### config.mk
export PLATFORM = sky130hd
export DESIGN_NAME = serial_rx_fifo
export DESIGN_NICKNAME = d
export VERILOG_FILES = /design/src/rtl/serial_rx_fifo.sv
export SDC_FILE = /design/constraint.sdc
export NUM_CORES = 1
export LEC_CHECK = 0
export CAP_MARGIN = 20
export CORE_MARGIN = 10
export CORE_UTILIZATION = 44
export DETAILED_ROUTE_END_ITERATION = 12
export PLACE_DENSITY_LB_ADDON = 0.3
export SETUP_SLACK_MARGIN = 0.02
export SYNTH_ARGS = -nofsm -noshare
export SYNTH_HDL_FRONTEND = slang
export SYNTH_SLANG_ARGS = --single-unit
### constraint.sdc
create_clock -name clk_i -period 4.4 [get_ports clk_i]
set_clock_uncertainty 0.2 [all_clocks]
set_input_delay 0.66 -clock clk_i [delete_from_list [all_inputs] [get_ports clk_i]]
set_output_delay 0.66 -clock clk_i [all_outputs]
set_load 0.01 [all_outputs]
### src/rtl/serial_rx_fifo.sv
// Oversampling source-synchronous serial receiver: synchronises RX_CLK/RX_DIN onto clk_i,
// deserialises DATA_WIDTH-bit words and queues them in a first-word-fall-through FIFO.
module serial_rx_fifo #(
    parameter int DATA_WIDTH    = 32,
    parameter int SERIAL_MODE   = 2,
    parameter bit SAMPLE_EDGE   = 1'b1,
    parameter bit MSB_FIRST     = 1'b1,
    parameter int TIMEOUT_CYC   = 16,
    parameter int FIFO_DEPTH    = 8,
    parameter int ERR_CNT_WIDTH = 16
) (
    input  logic                            clk_i,
    input  logic                            rst_n_i,
    input  logic                            rx_en_i,
    input  logic                            RX_CLK,
    input  logic [SERIAL_MODE-1:0]          RX_DIN,
    output logic                            m_valid_o,
    input  logic                            m_ready_i,
    output logic [DATA_WIDTH-1:0]           m_data_o,
    output logic [$clog2(FIFO_DEPTH):0]     fifo_level_o,
    output logic                            frame_err_o,
    output logic [ERR_CNT_WIDTH-1:0]        frame_err_cnt_o,
    output logic [ERR_CNT_WIDTH-1:0]        ovf_cnt_o
);

    localparam int BEATS = DATA_WIDTH / SERIAL_MODE;
    localparam int BW    = $clog2(BEATS + 1);
    localparam int TW    = $clog2(TIMEOUT_CYC + 1);
    localparam int AW    = $clog2(FIFO_DEPTH);
    localparam int LW    = AW + 1;

    logic                     rx_clk_meta_q, rx_clk_meta_d;
    logic                     rx_clk_sync_q, rx_clk_sync_d;
    logic                     rx_clk_prev_q, rx_clk_prev_d;
    logic [SERIAL_MODE-1:0]   rx_din_meta_q, rx_din_meta_d;
    logic [SERIAL_MODE-1:0]   rx_din_sync_q, rx_din_sync_d;
    logic [DATA_WIDTH-1:0]    sr_q, sr_d, sr_shift;
    logic [BW-1:0]            beat_cnt_q, beat_cnt_d;
    logic [TW-1:0]            tmo_cnt_q, tmo_cnt_d;
    logic                     push_q, push_d;
    logic                     frame_err_q, frame_err_d;
    logic [ERR_CNT_WIDTH-1:0] frame_err_cnt_q, frame_err_cnt_d;
    logic [ERR_CNT_WIDTH-1:0] ovf_cnt_q, ovf_cnt_d;
    logic [AW-1:0]            wr_ptr_q, wr_ptr_d, rd_ptr_q, rd_ptr_d;
    logic [LW-1:0]            level_q, level_d;
    logic [DATA_WIDTH-1:0]    mem [FIFO_DEPTH];

    logic edge_det, pop, push_ok;

    // The beat is taken from the data synchroniser stage that lines up with the edge detector.
    generate
        if (BEATS == 1) begin : g_single_beat
            assign sr_shift = rx_din_sync_q;
        end else if (MSB_FIRST) begin : g_msb_first
            assign sr_shift = {sr_q[DATA_WIDTH-SERIAL_MODE-1:0], rx_din_sync_q};
        end else begin : g_lsb_first
            assign sr_shift = {rx_din_sync_q, sr_q[DATA_WIDTH-1:SERIAL_MODE]};
        end
    endgenerate

    assign edge_det  = (rx_clk_sync_q != rx_clk_prev_q) && (rx_clk_sync_q == SAMPLE_EDGE);
    assign m_valid_o = (level_q != '0);
    assign pop       = m_valid_o && m_ready_i;
    assign push_ok   = push_q && ((level_q != LW'(FIFO_DEPTH)) || pop);

    always_comb begin
        rx_clk_meta_d   = RX_CLK;
        rx_clk_sync_d   = rx_clk_meta_q;
        rx_clk_prev_d   = rx_clk_sync_q;
        rx_din_meta_d   = RX_DIN;
        rx_din_sync_d   = rx_din_meta_q;
        sr_d            = sr_q;
        beat_cnt_d      = beat_cnt_q;
        tmo_cnt_d       = tmo_cnt_q;
        push_d          = 1'b0;
        frame_err_d     = 1'b0;
        frame_err_cnt_d = frame_err_cnt_q;
        ovf_cnt_d       = ovf_cnt_q;
        wr_ptr_d        = wr_ptr_q;
        rd_ptr_d        = rd_ptr_q;
        level_d         = level_q;

        if (!rx_en_i) begin
            sr_d       = '0;
            beat_cnt_d = '0;
            tmo_cnt_d  = '0;
        end else if (edge_det) begin
            sr_d      = sr_shift;
            tmo_cnt_d = '0;
            if (beat_cnt_q == BW'(BEATS - 1)) begin
                beat_cnt_d = '0;
                push_d     = 1'b1;
            end else begin
                beat_cnt_d = beat_cnt_q + BW'(1);
            end
        end else if (tmo_cnt_q != TW'(TIMEOUT_CYC)) begin
            tmo_cnt_d = tmo_cnt_q + TW'(1);
            // Abort only on the transition into the saturated value, so one error per gap.
            if ((tmo_cnt_q == TW'(TIMEOUT_CYC - 1)) && (beat_cnt_q != '0)) begin
                sr_d        = '0;
                beat_cnt_d  = '0;
                frame_err_d = 1'b1;
                if (frame_err_cnt_q != '1) frame_err_cnt_d = frame_err_cnt_q + ERR_CNT_WIDTH'(1);
            end
        end

        if (push_ok) wr_ptr_d = wr_ptr_q + AW'(1);
        if (pop)     rd_ptr_d = rd_ptr_q + AW'(1);
        if (push_q && !push_ok && (ovf_cnt_q != '1)) ovf_cnt_d = ovf_cnt_q + ERR_CNT_WIDTH'(1);
        case ({push_ok, pop})
            2'b10:   level_d = level_q + LW'(1);
            2'b01:   level_d = level_q - LW'(1);
            default: level_d = level_q;
        endcase
    end

    always_ff @(posedge clk_i) begin
        if (!rst_n_i) begin
            rx_clk_meta_q   <= 1'b0;
            rx_clk_sync_q   <= 1'b0;
            rx_clk_prev_q   <= 1'b0;
            rx_din_meta_q   <= '0;
            rx_din_sync_q   <= '0;
            sr_q            <= '0;
            beat_cnt_q      <= '0;
            tmo_cnt_q       <= '0;
            push_q          <= 1'b0;
            frame_err_q     <= 1'b0;
            frame_err_cnt_q <= '0;
            ovf_cnt_q       <= '0;
            wr_ptr_q        <= '0;
            rd_ptr_q        <= '0;
            level_q         <= '0;
        end else begin
            rx_clk_meta_q   <= rx_clk_meta_d;
            rx_clk_sync_q   <= rx_clk_sync_d;
            rx_clk_prev_q   <= rx_clk_prev_d;
            rx_din_meta_q   <= rx_din_meta_d;
            rx_din_sync_q   <= rx_din_sync_d;
            sr_q            <= sr_d;
            beat_cnt_q      <= beat_cnt_d;
            tmo_cnt_q       <= tmo_cnt_d;
            push_q          <= push_d;
            frame_err_q     <= frame_err_d;
            frame_err_cnt_q <= frame_err_cnt_d;
            ovf_cnt_q       <= ovf_cnt_d;
            wr_ptr_q        <= wr_ptr_d;
            rd_ptr_q        <= rd_ptr_d;
            level_q         <= level_d;
        end
    end

    // Storage carries no reset; the head is masked to zero while the FIFO is empty.
    always_ff @(posedge clk_i) begin
        if (push_ok) mem[wr_ptr_q] <= sr_q;
    end

    assign m_data_o        = m_valid_o ? mem[rd_ptr_q] : '0;
    assign fifo_level_o    = level_q;
    assign frame_err_o     = frame_err_q;
    assign frame_err_cnt_o = frame_err_cnt_q;
    assign ovf_cnt_o       = ovf_cnt_q;

endmodule
---- Yosys cells after proc, flatten, opt, wreduce, memory -nomap -nowiden ----
Memory sizes are Yosys's and may differ from the RTL's. A register that Yosys moved wholly into a read port is not among the register bits.
Cells that the tools add are included.
word-level totals
  register bits ........................... 93
  RAM bits ................................ 256
  input port bits ......................... 7
  output and inout port bits .............. 70
  logic and storage cells ................. 71
  memories ................................ 1
memories
  memory  words  bits a word  read ports  clocked after Yosys merged registers in  wr ports  line  text
  mem     8      32           1           1                                        1         46    logic [DATA_WIDTH-1:0] mem [FIFO_DEPTH];
operators by class
  add/sub/neg operators ................... 8
  equality and inequality tests ........... 9
  muxes and demuxes ....................... 15
  bitwise operators ....................... 4
  reduce and logical (&&, ||, !) cells .... 19
operators by type and width
  cell                                                                 count
  32-bit 2-to-1 mux                                                    4
  16-bit by 1-bit adder with 16-bit output (second input constant)     2
  16-bit != test (second input constant)                               2
  5-bit 2-to-1 mux                                                     4
  5-bit by 1-bit adder with 5-bit output (second input constant)       2
  5-bit by 4-bit == test with 1-bit output (second input constant)     2
  4-bit case mux with 2 select lines                                   1
  3-bit by 1-bit adder with 3-bit output (second input constant)       2
  1-bit logical AND                                                    6
  3-bit 2-to-1 mux                                                     2
  2-bit nonzero test                                                   3
  5-bit != test (second input constant)                                1
  5-bit AND reduction                                                  1
  5-bit nonzero test                                                   1
  4-bit by 1-bit adder with 4-bit output (second input constant)       1
  1-bit 2-to-1 mux                                                     4
  4-bit != test (second input constant)                                1
  1-bit NOT                                                            4
  2-bit AND reduction                                                  2
  4-bit nonzero test                                                   1
  4-bit OR reduction                                                   1
  4-bit by 1-bit subtractor with 4-bit output (second input constant)  1
  3-bit AND reduction                                                  1
  3-bit OR reduction                                                   1
  5 further kinds                                                      5

---- Longest topological paths before layout ----
Gate-level depths: netlist (run 1).
  depth after elaboration ................. 7
  mapped depth ............................ 9
  depth with buffers taken out ............ 8

---- Least setup slack after synthesis (run 1) ----
Ideal clock, no wire load.
  kind .................................... in2reg
  start point ............................. in m_ready_i
  end point ............................... mem mem[0][0], enable pin
  library setup time ...................... 0.461 ns
  data arrival time ....................... 3.802 ns
  required time ........................... 3.739 ns
  path slack .............................. -0.063 ns
  stages on the path ...................... 5
  path buffers ............................ 1
  cell sequence ........................... clkbuf_1 -> nor2b_1 -> a21boi_0 -> nand2b_1 -> nor3_1
between the ends
  longest elaborated chain between the ends .. 5
RTL lines
  element                                 line  text
  start: declaration                      18    input logic m_ready_i,
  1-bit logical AND                       63    assign pop = m_valid_o && m_ready_i;
  1-bit logical OR                        64    assign push_ok = push_q && ((level_q != LW'(FIFO_DEPTH)) || pop);
  1-bit logical AND                       64
  1-bit 2-to-1 mux                        155   if (push_ok) mem[wr_ptr_q] <= sr_q;
  1-bit 2-to-1 mux (not written as such)  155
  end: declaration                        46
Every way passes these cells.

==> flow_summary.toml, run 1 <==
[logic_synthesis]
syn_nets = 851
synth_compound_gate_area_share = 0.0405
synthTopCellsByCount = "256 x edfxtp_1, 96 x dfxtp_1, 77 x nor2_1, 64 x mux4_2, 42 x mux2i_1"
ys_types = 54
synth_simple_gate_area_frac = 0.0782
syn_area_per_cell_um2 = 16.4
synth_top_area_frac = 0.562
yosys-top-cells-area = "edfxtp_1 56%, dfxtp_1 14%, mux4_2 11%, mux2i_1 3.1%, nor2_1 2.1%"
yosysTopAreaCell = "edfxtp_1"
synth_cells = 832
synth-adder-area-share = 0.0115
yosysSeqAreaShare = 0.702
ys_async_sr_fraction = 0
synthXorXnorAreaFrac = 0.0147
syn_area_um2 = 13700
synth_top_family_by_area = "multiplexers"
synth_edf_count = 256
muxShareOfSynthArea = 0.137
yosys_warnings = 0
yosysMostFrequentCell = "edfxtp_1"
yosys_register_bits = 352
synthFlopType = "edfxtp_1"

[floorplanning]
start_util = 0.446
num_io_pins = 77
dieArea_um2 = 38500
std_cell_rows = 64
die_h_um = 196
core_um2 = 30700
die-width_um = 196

[pwr]
powerDensity_nw_per_um2 = 416
power_leakage_nw = 5.21
vdd_drop_max_mv = 0.240

[drt]
ant_nets = 0
vias = 7403
detail_route.first_pass.iterations = 5
wire_per_inst_um = 20.1
via_per_inst = 5.46
drc = 0
drtIter0Drc = 544
wl_um = 27300

[place]
portBuffers = 76
hpwl_um = 16400
gp_congestion = 0.774
dpl-instance-area_um2 = 15100
placed_cells = 1290

[timing]
rsz0062_at_grt = "no"
setup_tns_ns = 0
relSlewSlack = 0.406
max_freq_ghz = 0.274
max_slew.worst_pin.slew_ns = 0.888
finalSetupViolCount = 0
maxSlewViolCount = 0
hold_violations = 0
period_share = 0.830
hold_ws_ns = 0.230
post-route-min-period_ns = 3.65

[clock_network]
cts_inserted_buffers = 37
htree_levels = 2
postCtsSetupRepairBufs = 0
cts_root_buf = "clkbuf_16"
cts.clk_slew.worst_paths_ns = 0.06
ctsHoldBuffers = 0
cts.repair.resized = 0
insertion_delay_ns = 0.52
cts_tree = "built"
cts_buffer_depth = 3
cts_num_sinks = 352

[global_routing]
antenna_found_initial = 0
grt_max_degree = 65
gr-total-overflow = 0
grtUsageTotal = 0.142
grt_pass1_vias = 7650
grt_pass1_wl_um = 43700

[worst_setup_path]
crit_fanout = 14
crit_required_ns = 3.54
end_kind = "primary output"
arrival_ns = 2.79
crit_path_start_kind = "register"
crit_type = "reg2out"

[finish]
area_growth_pct = 19.8
drive_gt1_frac = 0.173
final_area_um2 = 16400
final_nets = 952
stdcell_count = 1357
diodes = 0

[worst_hold_path]
min_path_type = "reg2reg"

[job]
drv_cap = 0

[status]
status = "finished clean"
==> stage by stage <==
| step | total power, W | util | worst slack [ns] |
|---|---|---|---|
| floorplan | 0.00362 | - | 0.791 |
| global placement | 0.00364 | 0.492 | 0.680 |
| global route | 0.00701 | 0.535 | 0.592 |
| CTS | 0.00688 | 0.535 | 0.693 |
| finish | 0.00681 | 0.535 | 0.749 |
| detailed placement | 0.00364 | 0.492 | 0.593 |
==> final timing paths <==
check / startpoint / endpoint / slack [ns] / cells after the start
worst min register to register: rx_clk_meta_q / rx_clk_prev_d / 0.23 / 1
worst max-delay path: register / m_data_o[13] / 0.75 / 5
worst min-delay path: rx_clk_meta_q / rx_clk_prev_d / 0.23 / 1
worst max register to register: fifo_level_o[1] / mem[5][27] / 1.33 / 6
==> critical path, cell delays in order (launching register included) <==
cell,delay (ns)
dfxtp_4,0.50
buf_4,0.36
mux4_2,0.55
mux2i_1,0.28
nor2_1,0.09
clkdlybuf4s50_1,0.50
==> where the power goes <==
part           leakage (nW)  total (W)  switching, W  internal, W
sequential             3.12    0.00352    0.00000246      0.00351
clock                 0.634    0.00325       0.00122      0.00203
combinational          1.46  0.0000485     0.0000320    0.0000166
==> registers in the layout, indices dropped and copies added (netlist names), 2 cells and up, named ones only <==
name	flops
ovf_cnt_o	16
sr_q	32
rx_din_sync_q	2
wr_ptr_q	3
tmo_cnt_q	5
beat_cnt_q	5
rd_ptr_q	3
mem	256
frame_err_cnt_o	16
rx_din_meta_q	2
fifo_level_o	4
==> cells in the final DEF (no fill, tap or decap), types with 20 or more instances in the layout <==
cell               n
mux2i_1           42
clkdlybuf4s50_1   76
nor2_1            70
a22o_1            31
edfxtp_1         256
mux4_2            64
nand2_1           33
clkbuf_16         39
buf_4             20
nand3_1           22
dfxtp_1           93
==> per-layer routing <==
metal / global-route usage / share of wire / vias to the layer above
li1: - / - / 3444
met1: 0.185 / 0.43 / 3752
met2: 0.233 / 0.50 / 172
met3: 0.0324 / 0.055 / 35
met4: 0.0393 / 0.015 / 0
met5: 0 / 0 / -
==> logic make-up after synthesis <==
family                     after synthesis
DFF                                    352
and+or+nand+nor                        210
muxes                                  107
AOI/OAI and AO/OA                       74
buffers and inverters                   54
xor gates and xnor gates                23
adders and majority gates               12
==> final cells by class <==
type	instances	area (µm²)
Multi-Input combinational cell	426	3940
Tap cell	396	495
Sequential cell	352	9620
Inverter	16	60.1
Fill cell	2477	14300
Timing Repair Buffer	100	991
Clock inverter	18	253
Clock buffer	49	1040
(Power assumes the default switching activity.)
==> run 2: changes to the inputs <==
- clock period: 4.4 -> 3.05 ns (I/O delays scaled with it)
==> run 2 against run 1 <==
  * Sequential share of layout area decreased by 1.3 points
  * Critical path depth increased by 2
  * Die area unchanged
  * Via count increased by 2.8%
==> flow_summary.toml, run 2 (synthesis gave the netlist of run 1 again) <==
[status]
status = "finished clean"

[worst_setup_path]
slowest_stage = "mux4_2"
max_stage_delay_ns = 0.49
crit_required_ns = 2.39
crit_type = "reg2out"
crit_path_start_kind = "register"
arrival_ns = 2.29
crit_fanout = 7
end_kind = "primary output"
crit_chain = "buf_6 > clkbuf_16 > buf_4 > mux4_2 > mux2i_1 > nor2_1 > buf_2"

[global_routing]
grt_pass1_wl_um = 44800
gr-total-overflow = 0
grt_pass1_vias = 7989
grt_max_degree = 37
antenna_found_initial = 0
grtUsageTotal = 0.146

[floorplanning]
core_um2 = 30700
start_util = 0.446
dieArea_um2 = 38500
std_cell_rows = 64
num_io_pins = 77
die-width_um = 196
die_h_um = 196

[timing]
relSlewSlack = 0.513
max_slew.worst_pin.slew_ns = 0.723
max_freq_ghz = 0.340
fin_ws_ns = 0.105
hold_ws_ns = 0.232
finalSetupViolCount = 0
period_share = 0.965
hold_violations = 0
maxSlewViolCount = 0
setup_tns_ns = 0
rsz0062_at_grt = "yes"
post-route-min-period_ns = 2.94

[clock_network]
cts_root_buf = "clkbuf_16"
cts.clk_slew.worst_paths_ns = 0.06
cts_tree = "built"
htree_levels = 2
insertion_delay_ns = 0.52
cts_inserted_buffers = 37
cts_buffer_depth = 3
cts_num_sinks = 352

[finish]
top_register = "mem"
final_cell_mix = "256 x edfxtp_1, 93 x dfxtp_1, 70 x nor2_1"
diodes = 0
largest_register_ffs = 256
final_util = 0.547
drive_gt1_frac = 0.201
reg_top3 = "mem (256), sr_q (32)"
final_common_cell = "edfxtp_1"
area_growth_pct = 22.6
final_nets = 975

[drt]
wl_um = 28300
ant_nets = 0
via_per_inst = 5.52
vias = 7607
drtIter0Drc = 457
wire_per_inst_um = 20.5
detail_route.first_pass.iterations = 5
drc = 0

[place]
hpwl_um = 16600
preCtsSetupSlack_ns = 0.187
gp_congestion = 0.746
portBuffers = 76

[pwr]
power_leakage_nw = 5.54
vdd_drop_max_mv = 0.433
power_w = 0.00968
powerDensity_nw_per_um2 = 577

[job]
drv_cap = 0

[worst_hold_path]
min_path_type = "reg2reg"
[run 2: layer usage]
| metal | routed length, µm | global-route usage | part of all wire | up-vias |
|---|---|---|---|---|
| li1 | - | - | - | 3501 |
| met1 | 11900 | 0.187 | 0.42 | 3865 |
| met2 | 14000 | 0.242 | 0.50 | 206 |
| met3 | 1910 | 0.0367 | 0.067 | 35 |
| met4 | 429 | 0.0410 | 0.015 | 0 |
| met5 | 0 | 0 | 0 | - |
[run 2: cell type report]
| type | count | area [µm²] |
|---|---|---|
| clock buffer | 50 | 1070 |
| inverter | 16 | 60.1 |
| multi-input combinational | 426 | 3990 |
| timing repair buffer | 123 | 1350 |
| sequential | 352 | 9620 |
| clock inverter | 16 | 193 |
| fill | 2416 | 13900 |
| tap | 396 | 495 |
[run 2: through the flow]
stage	cell area, µm²	cells
floorplan	13700	832
global placement	15300	1304
detailed placement	15300	1304
CTS	16700	1376
global route	16800	1379
finish	16800	1379
[run 2: where the power goes]
| group | internal [W] | switching [W] |
|---|---|---|
| clock | 0.00274 | 0.00180 |
| sequential | 0.00507 | 0.00000324 |
| combinational | 0.0000262 | 0.0000470 |
| total | 0.00783 | 0.00185 |
[run 2: path summary, 6_finish.rpt]
kind                       to  depth (start not counted)  slack (ns)              from
min reg2reg  rx_din_sync_q[0]                          1        0.23  rx_din_meta_q[0]
min          rx_din_sync_q[0]                          1        0.23  rx_din_meta_q[0]
max reg2reg   fifo_level_o[3]                          9        0.47   fifo_level_o[3]
max              m_data_o[24]                          7        0.11          register
[run 2: timing repair]
action | in CTS | in global routing
gates cloned | 2 | 1
endpoints found under the setup margin | 32 | 11
buffers inserted | 4 | 4
hold buffers | 0 | 0
resized for setup | 51 | 5
[run 2: critical path, delay by kind of cell (launching register included)]
kind,cells,cell delay [ns]
flops,1,0.40
mux,2,0.67
buf+inv,4,0.60
simple gates,1,0.09
